`src/rtl/sd_dev_pkg.sv`:
```
// sd_dev_pkg: shared constants and state encoding for the SD device command sequencer.
package sd_dev_pkg;
    localparam logic [5:0] SD_FRAME_BITS = 6'd48;
    localparam logic [5:0] SD_END_IDX    = 6'd47;
    localparam logic [5:0] SD_CRC_BITS   = 6'd40;
    localparam logic [6:0] SD_CRC7_POLY  = 7'h09;
    // Bit positions within a 48-bit frame, MSB (start bit) first on the line
    localparam int SD_POS_START  = 47;
    localparam int SD_POS_TX     = 46;
    localparam int SD_POS_IDX_HI = 45;
    localparam int SD_POS_IDX_LO = 40;
    localparam int SD_POS_ARG_HI = 39;
    localparam int SD_POS_ARG_LO = 8;
    localparam int SD_POS_CRC_HI = 7;
    localparam int SD_POS_CRC_LO = 1;
    localparam int SD_POS_END    = 0;
    typedef logic [2:0] sd_state_t;
    localparam sd_state_t ST_IDLE     = 3'd0;
    localparam sd_state_t ST_RX       = 3'd1;
    localparam sd_state_t ST_CHECK    = 3'd2;
    localparam sd_state_t ST_RSP_WAIT = 3'd3;
    localparam sd_state_t ST_TURN     = 3'd4;
    localparam sd_state_t ST_TX       = 3'd5;
endpackage

```
`src/rtl/sd_crc7.sv`:
```
// sd_crc7: serial CRC7 (x^7+x^3+1); clear and enable together restart the CRC from the given bit.
module sd_crc7
    import sd_dev_pkg::*;
(
    input  logic       clk,
    input  logic       rst,
    input  logic       clr,
    input  logic       en,
    input  logic       d,
    output logic [6:0] crc
);
    logic [6:0] base;
    logic       fb;
    always_comb begin
        base = clr ? 7'd0 : crc;
        fb   = d ^ base[6];
    end
    always_ff @(posedge clk) begin
        if (rst) crc <= '0;
        else if (en) crc <= {base[5:0], 1'b0} ^ (fb ? SD_CRC7_POLY : 7'd0);
        else if (clr) crc <= '0;
    end
endmodule

```
`src/rtl/sd_dev_cmd_seq.sv`:
```
// sd_dev_cmd_seq: device-side CMD line sequencer; deserializes host commands and serializes responses.
module sd_dev_cmd_seq
    import sd_dev_pkg::*;
#(
    parameter int NCR_CYCLES = 2
) (
    input  logic        clk,
    input  logic        rst,
    input  logic        i_sd_clk_en,
    input  logic        i_sd_cmd_in,
    output logic        o_sd_cmd_dir,
    output logic        o_sd_cmd_out,
    output logic        o_cmd_stb,
    output logic [5:0]  o_cmd_index,
    output logic [31:0] o_cmd_arg,
    output logic        o_cmd_crc_err,
    input  logic        i_rsp_stb,
    input  logic        i_rsp_none,
    input  logic [5:0]  i_rsp_index,
    input  logic [31:0] i_rsp_arg,
    output logic        o_rsp_busy,
    output logic        o_rsp_done
);
    localparam logic [5:0] NCR_LAST = 6'(NCR_CYCLES - 1);
    sd_state_t   state;
    logic [5:0]  cnt;
    logic [46:0] rx_sr;
    logic [39:0] tx_sr;
    logic [47:0] rx_frame;
    logic [6:0]  rx_crc, tx_crc;
    logic        rx_start, rx_crc_en, tx_crc_en, tx_bit, rx_err;
    always_comb begin
        rx_frame  = {rx_sr, i_sd_cmd_in};
        rx_start  = state == ST_IDLE && !i_sd_cmd_in;
        rx_crc_en = i_sd_clk_en && (rx_start || (state == ST_RX && cnt < SD_CRC_BITS));
        tx_crc_en = i_sd_clk_en && state == ST_TX && cnt < SD_CRC_BITS;
        tx_bit    = cnt < SD_CRC_BITS ? tx_sr[39] :
                    cnt < SD_END_IDX  ? tx_crc[3'd6 - 3'(cnt - SD_CRC_BITS)] : 1'b1;
        rx_err    = (rx_frame[SD_POS_CRC_HI:SD_POS_CRC_LO] != rx_crc) || rx_frame[SD_POS_START] ||
                    !rx_frame[SD_POS_TX] || !rx_frame[SD_POS_END];
    end
    assign o_rsp_busy = state == ST_TURN || state == ST_TX;
    sd_crc7 u_rx_crc (
        .clk(clk), .rst(rst), .clr(state == ST_IDLE), .en(rx_crc_en), .d(i_sd_cmd_in), .crc(rx_crc)
    );
    sd_crc7 u_tx_crc (
        .clk(clk), .rst(rst), .clr(state != ST_TX), .en(tx_crc_en), .d(tx_sr[39]), .crc(tx_crc)
    );
    always_ff @(posedge clk) begin
        if (rst) begin
            state         <= ST_IDLE;
            cnt           <= '0;
            rx_sr         <= '0;
            tx_sr         <= '0;
            o_sd_cmd_dir  <= 1'b0;
            o_sd_cmd_out  <= 1'b1;
            o_cmd_stb     <= 1'b0;
            o_cmd_index   <= '0;
            o_cmd_arg     <= '0;
            o_cmd_crc_err <= 1'b0;
            o_rsp_done    <= 1'b0;
        end else begin
            o_cmd_stb  <= 1'b0;
            o_rsp_done <= 1'b0;
            case (state)
                ST_IDLE: if (i_sd_clk_en && rx_start) begin
                    state <= ST_RX;
                    cnt   <= 6'd1;
                    rx_sr <= '0;
                end
                ST_RX: if (i_sd_clk_en) begin
                    rx_sr <= {rx_sr[45:0], i_sd_cmd_in};
                    cnt   <= cnt + 6'd1;
                    if (cnt == SD_END_IDX) begin
                        state         <= ST_CHECK;
                        o_cmd_stb     <= 1'b1;
                        o_cmd_index   <= rx_frame[SD_POS_IDX_HI:SD_POS_IDX_LO];
                        o_cmd_arg     <= rx_frame[SD_POS_ARG_HI:SD_POS_ARG_LO];
                        o_cmd_crc_err <= rx_err;
                    end
                end
                ST_CHECK: begin
                    state <= o_cmd_crc_err ? ST_IDLE : ST_RSP_WAIT;
                    cnt   <= '0;
                end
                ST_RSP_WAIT: if (i_rsp_stb) begin
                    state <= ST_TURN;
                    tx_sr <= {2'b00, i_rsp_index, i_rsp_arg};
                    cnt   <= '0;
                end else if (i_rsp_none) state <= ST_IDLE;
                ST_TURN: if (i_sd_clk_en) begin
                    state <= cnt == NCR_LAST ? ST_TX : ST_TURN;
                    cnt   <= cnt == NCR_LAST ? 6'd0 : cnt + 6'd1;
                end
                // cnt reaching 48 means the end bit's period has just completed
                ST_TX: if (i_sd_clk_en) begin
                    if (cnt == SD_FRAME_BITS) begin
                        state        <= ST_IDLE;
                        cnt          <= '0;
                        o_sd_cmd_dir <= 1'b0;
                        o_sd_cmd_out <= 1'b1;
                        o_rsp_done   <= 1'b1;
                    end else begin
                        o_sd_cmd_dir <= 1'b1;
                        o_sd_cmd_out <= tx_bit;
                        tx_sr        <= {tx_sr[38:0], 1'b0};
                        cnt          <= cnt + 6'd1;
                    end
                end
                default: state <= ST_IDLE;
            endcase
        end
    end
endmodule

```
`config.mk`:
```
export PLATFORM = sky130hd
export DESIGN_NAME = sd_dev_cmd_seq
export DESIGN_NICKNAME = d
export VERILOG_FILES = /design/src/rtl/sd_dev_pkg.sv /design/src/rtl/sd_crc7.sv /design/src/rtl/sd_dev_cmd_seq.sv
export SDC_FILE = /design/constraint.sdc
export NUM_CORES = 1
export LEC_CHECK = 0
export ABC_AREA = 1
export BUFFER_PORTS_ARGS = -buffer_cell sky130_fd_sc_hd__buf_2
export CAP_MARGIN = 40
export CORE_ASPECT_RATIO = 1.2
export CORE_MARGIN = 5
export CORE_UTILIZATION = 55
export CTS_CLUSTER_SIZE = 25
export DETAILED_ROUTE_END_ITERATION = 7
export PLACE_DENSITY = 0.85
export SLEW_MARGIN = 20
export SYNTH_ARGS = -nofsm -noshare
export SYNTH_HDL_FRONTEND = slang
export SYNTH_SLANG_ARGS = --single-unit
```
`constraint.sdc`:
```
create_clock -name clk -period 3.5 [get_ports clk]
set_input_delay 0.7 -clock clk [delete_from_list [all_inputs] [get_ports clk]]
set_output_delay 0.7 -clock clk [all_outputs]
set_load 0.005 [all_outputs]
```
==> out/results.txt <==
DRT antenna net count: 0
min cycle time layout: 2.57 ns
CTS tree: built
CP max-delay cell: dfxtp_1
Worst Path Buf+Inv: 2
status: finished clean
Chip Height: 129 um
Reg-to-Reg Start: cnt[0]$_SDFFE_PP0P_
WL/cell: 12.9 um
Worst-Margin Slew: 0.663 ns
Vias/cell: 5.18
CP Cell Sequence: nand2_2 -> nor2_4 -> inv_1 -> nand2_1 -> buf_2
vias in the first global route: 5,748
Req. time, crit path: 2.80 ns
Max H-tree Level: 4
IO Count: 88
pin count of the biggest net entering global routing: 60
Setup TNS: 0 ns
Syn Nets: 990
CTS resizes: 0
hold path startpoint: tx_sr[31]$_SDFFE_PP0P_
global-route wire length before repair: 25,500 um
CTS Buffer Depth: 2
Final Hold Fails: 0
CP endpoint kind: primary output
worst hold path class: flip-flop to flip-flop
hold_buf cts: 0
hpwl dp: 9580 um
met1 wire length: 6470 um
CP startpoint: state[0]$_SDFFE_PP0P_
DR WL met2: 7480 um
Reg clk slew, reported paths: 0.06 ns
GRT Total Usage: 22.0%
RSZ-0062 raised after global routing: no
Die W: 109 um
Fmax: 0.389 GHz
Pwr Density: 705 nW/um2
number of CTS-inserted buffers: 17
# DRC: 0
antenna cells: 0
Final Max Tran Viols: 0
gpl congestion: 0.822
PortBufs: 87
Synth Register Bits: 153
Highest Signal Layer: met4
P&R area growth vs syn: 15.8%
cell area after synthesis: 6520 um2
final setup fails: 0
FP Rows: 43
Worst path max stage delay: 0.55 ns
Initial Util: 56.4%
post-synthesis cell type count: 28
Clk Latency, worst-skew pair: 0.41 ns
number of instances in the placed design: 1,143
Setup CP Type: flip-flop to primary output
Leak: 3.43 nW
yosys warns: 0
total of max-cap violations: 0
antenna violations before repair: 0
Tcrit/Tclk final: 73.5%
Synth Area per Inst: 6.92 um2
Total Die Area: 14,100 um2
clock sinks: 153
first drt pass iteration count: 7
CP startpoint kind: flip-flop
Top delay family on crit path: simple AND/OR/NAND/NOR gates
Clock Skew: 0.00912 ns
core box area: 11,600 um2
fin cells: 1,174
Fillers: 1,018
Pwr Total: 5.33 mW
post-synthesis cell count: 943
fin nets: 1,052
wirelength, routed: 15,100 um
share of cells above drive strength 1: 14.7%
crit path DAT: 1.87 ns
Slew headroom: 55.7%
initial drt markers: 383
hold slack: 0.462 ns
Post-CTS Setup Bufs: 0
clock root cell: clkbuf_16
grt total ovfl: 0
crit-path max FO: 24
DR WL met3: 786 um
via count: 6,082
sequential share of the synthesized area: 47.0%
maximum VDD drop: 0.377 mV
==> final cells by class <==
| cell class | instances | area [um2] | area share (%) |
|---|---|---|---|
| timing repair buffer | 96 | 503 | 6.66 |
| clock inverter | 13 | 158 | 2.09 |
| tap | 157 | 196 | 2.60 |
| sequential | 153 | 3060 | 40.5 |
| inverter | 50 | 188 | 2.48 |
| multi-input combinational | 687 | 3010 | 39.8 |
| clock buffer | 18 | 439 | 5.81 |
==> report_power, final <==
group | switching [mW] | total (mW) | internal (mW)
clock network | 0.757 | 1.84 | 1.09
registers | 0.154 | 2.09 | 1.94
logic | 0.965 | 1.39 | 0.428
total | 1.88 | 5.33 | 3.45
==> logic make-up (layout without fill, tap and decap cells) <==
group	Yosys count	in the layout	synth area share (%)
buffers and inverters	103	177	7.00
xor gates and xnor gates	5	5	0.672
AOI/OAI and AO/OA	146	146	11.6
adders and majority gates	3	3	0.576
DFF	153	153	47.0
and+or+nand+nor	533	533	33.1
==> cell usage in the layout, fill, tap and decap left out, types with 2 or more instances in the layout <==
cell type   instances
a211oi_1            7
a21oi_1            73
a31oi_1             2
buf_2              87
buf_4               9
bufinv_16           2
clkbuf_16          17
clkinv_4            2
clkinvlp_4          2
dfxtp_1           153
ha_1                3
inv_1              41
inv_2               9
inv_6               3
inv_8               3
nand2_1           329
nand2_2             4
nand3_1            59
nand4_1             5
nor2_1            124
nor2_4              4
nor3_1              4
o211ai_1            2
o21ai_0            59
o21ai_1             2
xnor2_1             2
xor2_1              3
==> worst paths after layout <==
| kind | slack [ns] | cells after the start | to |
|---|---|---|---|
| worst min register to register | 0.46 | 2 | tx_sr[31]$_SDFFE_PP0P_ |
| worst min-delay path | 0.46 | 2 | tx_sr[31]$_SDFFE_PP0P_ |
| worst max register to register | 1.14 | 9 | o_cmd_arg[23]$_SDFFE_PP0P_ |
| worst max-delay path | 0.93 | 5 | o_rsp_busy |
==> per-layer routing <==
| metal | track usage, % | up-vias |
|---|---|---|
| met2 | 37.5 | 153 |
| met1 | 26.8 | 2780 |
| met3 | 4.78 | 33 |
| met5 | 0 | - |
| li1 | - | 3116 |
| met4 | 9.17 | 0 |
==> synthesized netlist by cell type (all sizes together) <==
library cell / count / area (um2)
a31oi: 2 / 12.5
a211oi: 7 / 52.6
nand3: 60 / 313
inv: 50 / 188
nor3: 4 / 20.0
ha: 3 / 37.5
nor2: 130 / 532
o211ai: 2 / 15.0
clkbuf: 30 / 113
nand2: 333 / 1260
dfxtp: 153 / 3060
a21oi: 74 / 374
o21ai: 61 / 305
or2: 1 / 6.26
nand4: 5 / 31.3
buf: 23 / 156
xor2: 3 / 26.3
xnor2: 2 / 17.5
==> worst min-delay path: stages (launching register included) <==
cell	delay [ns]
dfxtp_1	0.30
inv_1	0.06
a21oi_1	0.06
==> per-stage QoR <==
step | utilization (%) | setup slack, ns | instance area [um2]
final | 65.3 | 0.927 | 7550
after global routing | 65.3 | 0.754 | 7550
after CTS | 65.3 | 0.905 | 7550
after detailed placement | 60.2 | 1.02 | 6960
after global placement | 60.2 | 1.16 | 6960
after floorplan | - | 1.69 | 6520
==> registers in the layout, summed over array words and instances (netlist names) <==
| name | count |
|---|---|
| o_sd_cmd_out | 1 |
| tx_sr | 40 |
| o_sd_cmd_dir | 1 |
| state | 3 |
| o_rsp_done | 1 |
| u_rx_crc.crc | 7 |
| o_cmd_stb | 1 |
| u_tx_crc.crc | 7 |
| rx_sr | 47 |
| o_cmd_arg | 32 |
| cnt | 6 |
| o_cmd_crc_err | 1 |
| o_cmd_index | 6 |
Note: power is estimated with default switching activity, not from simulation.
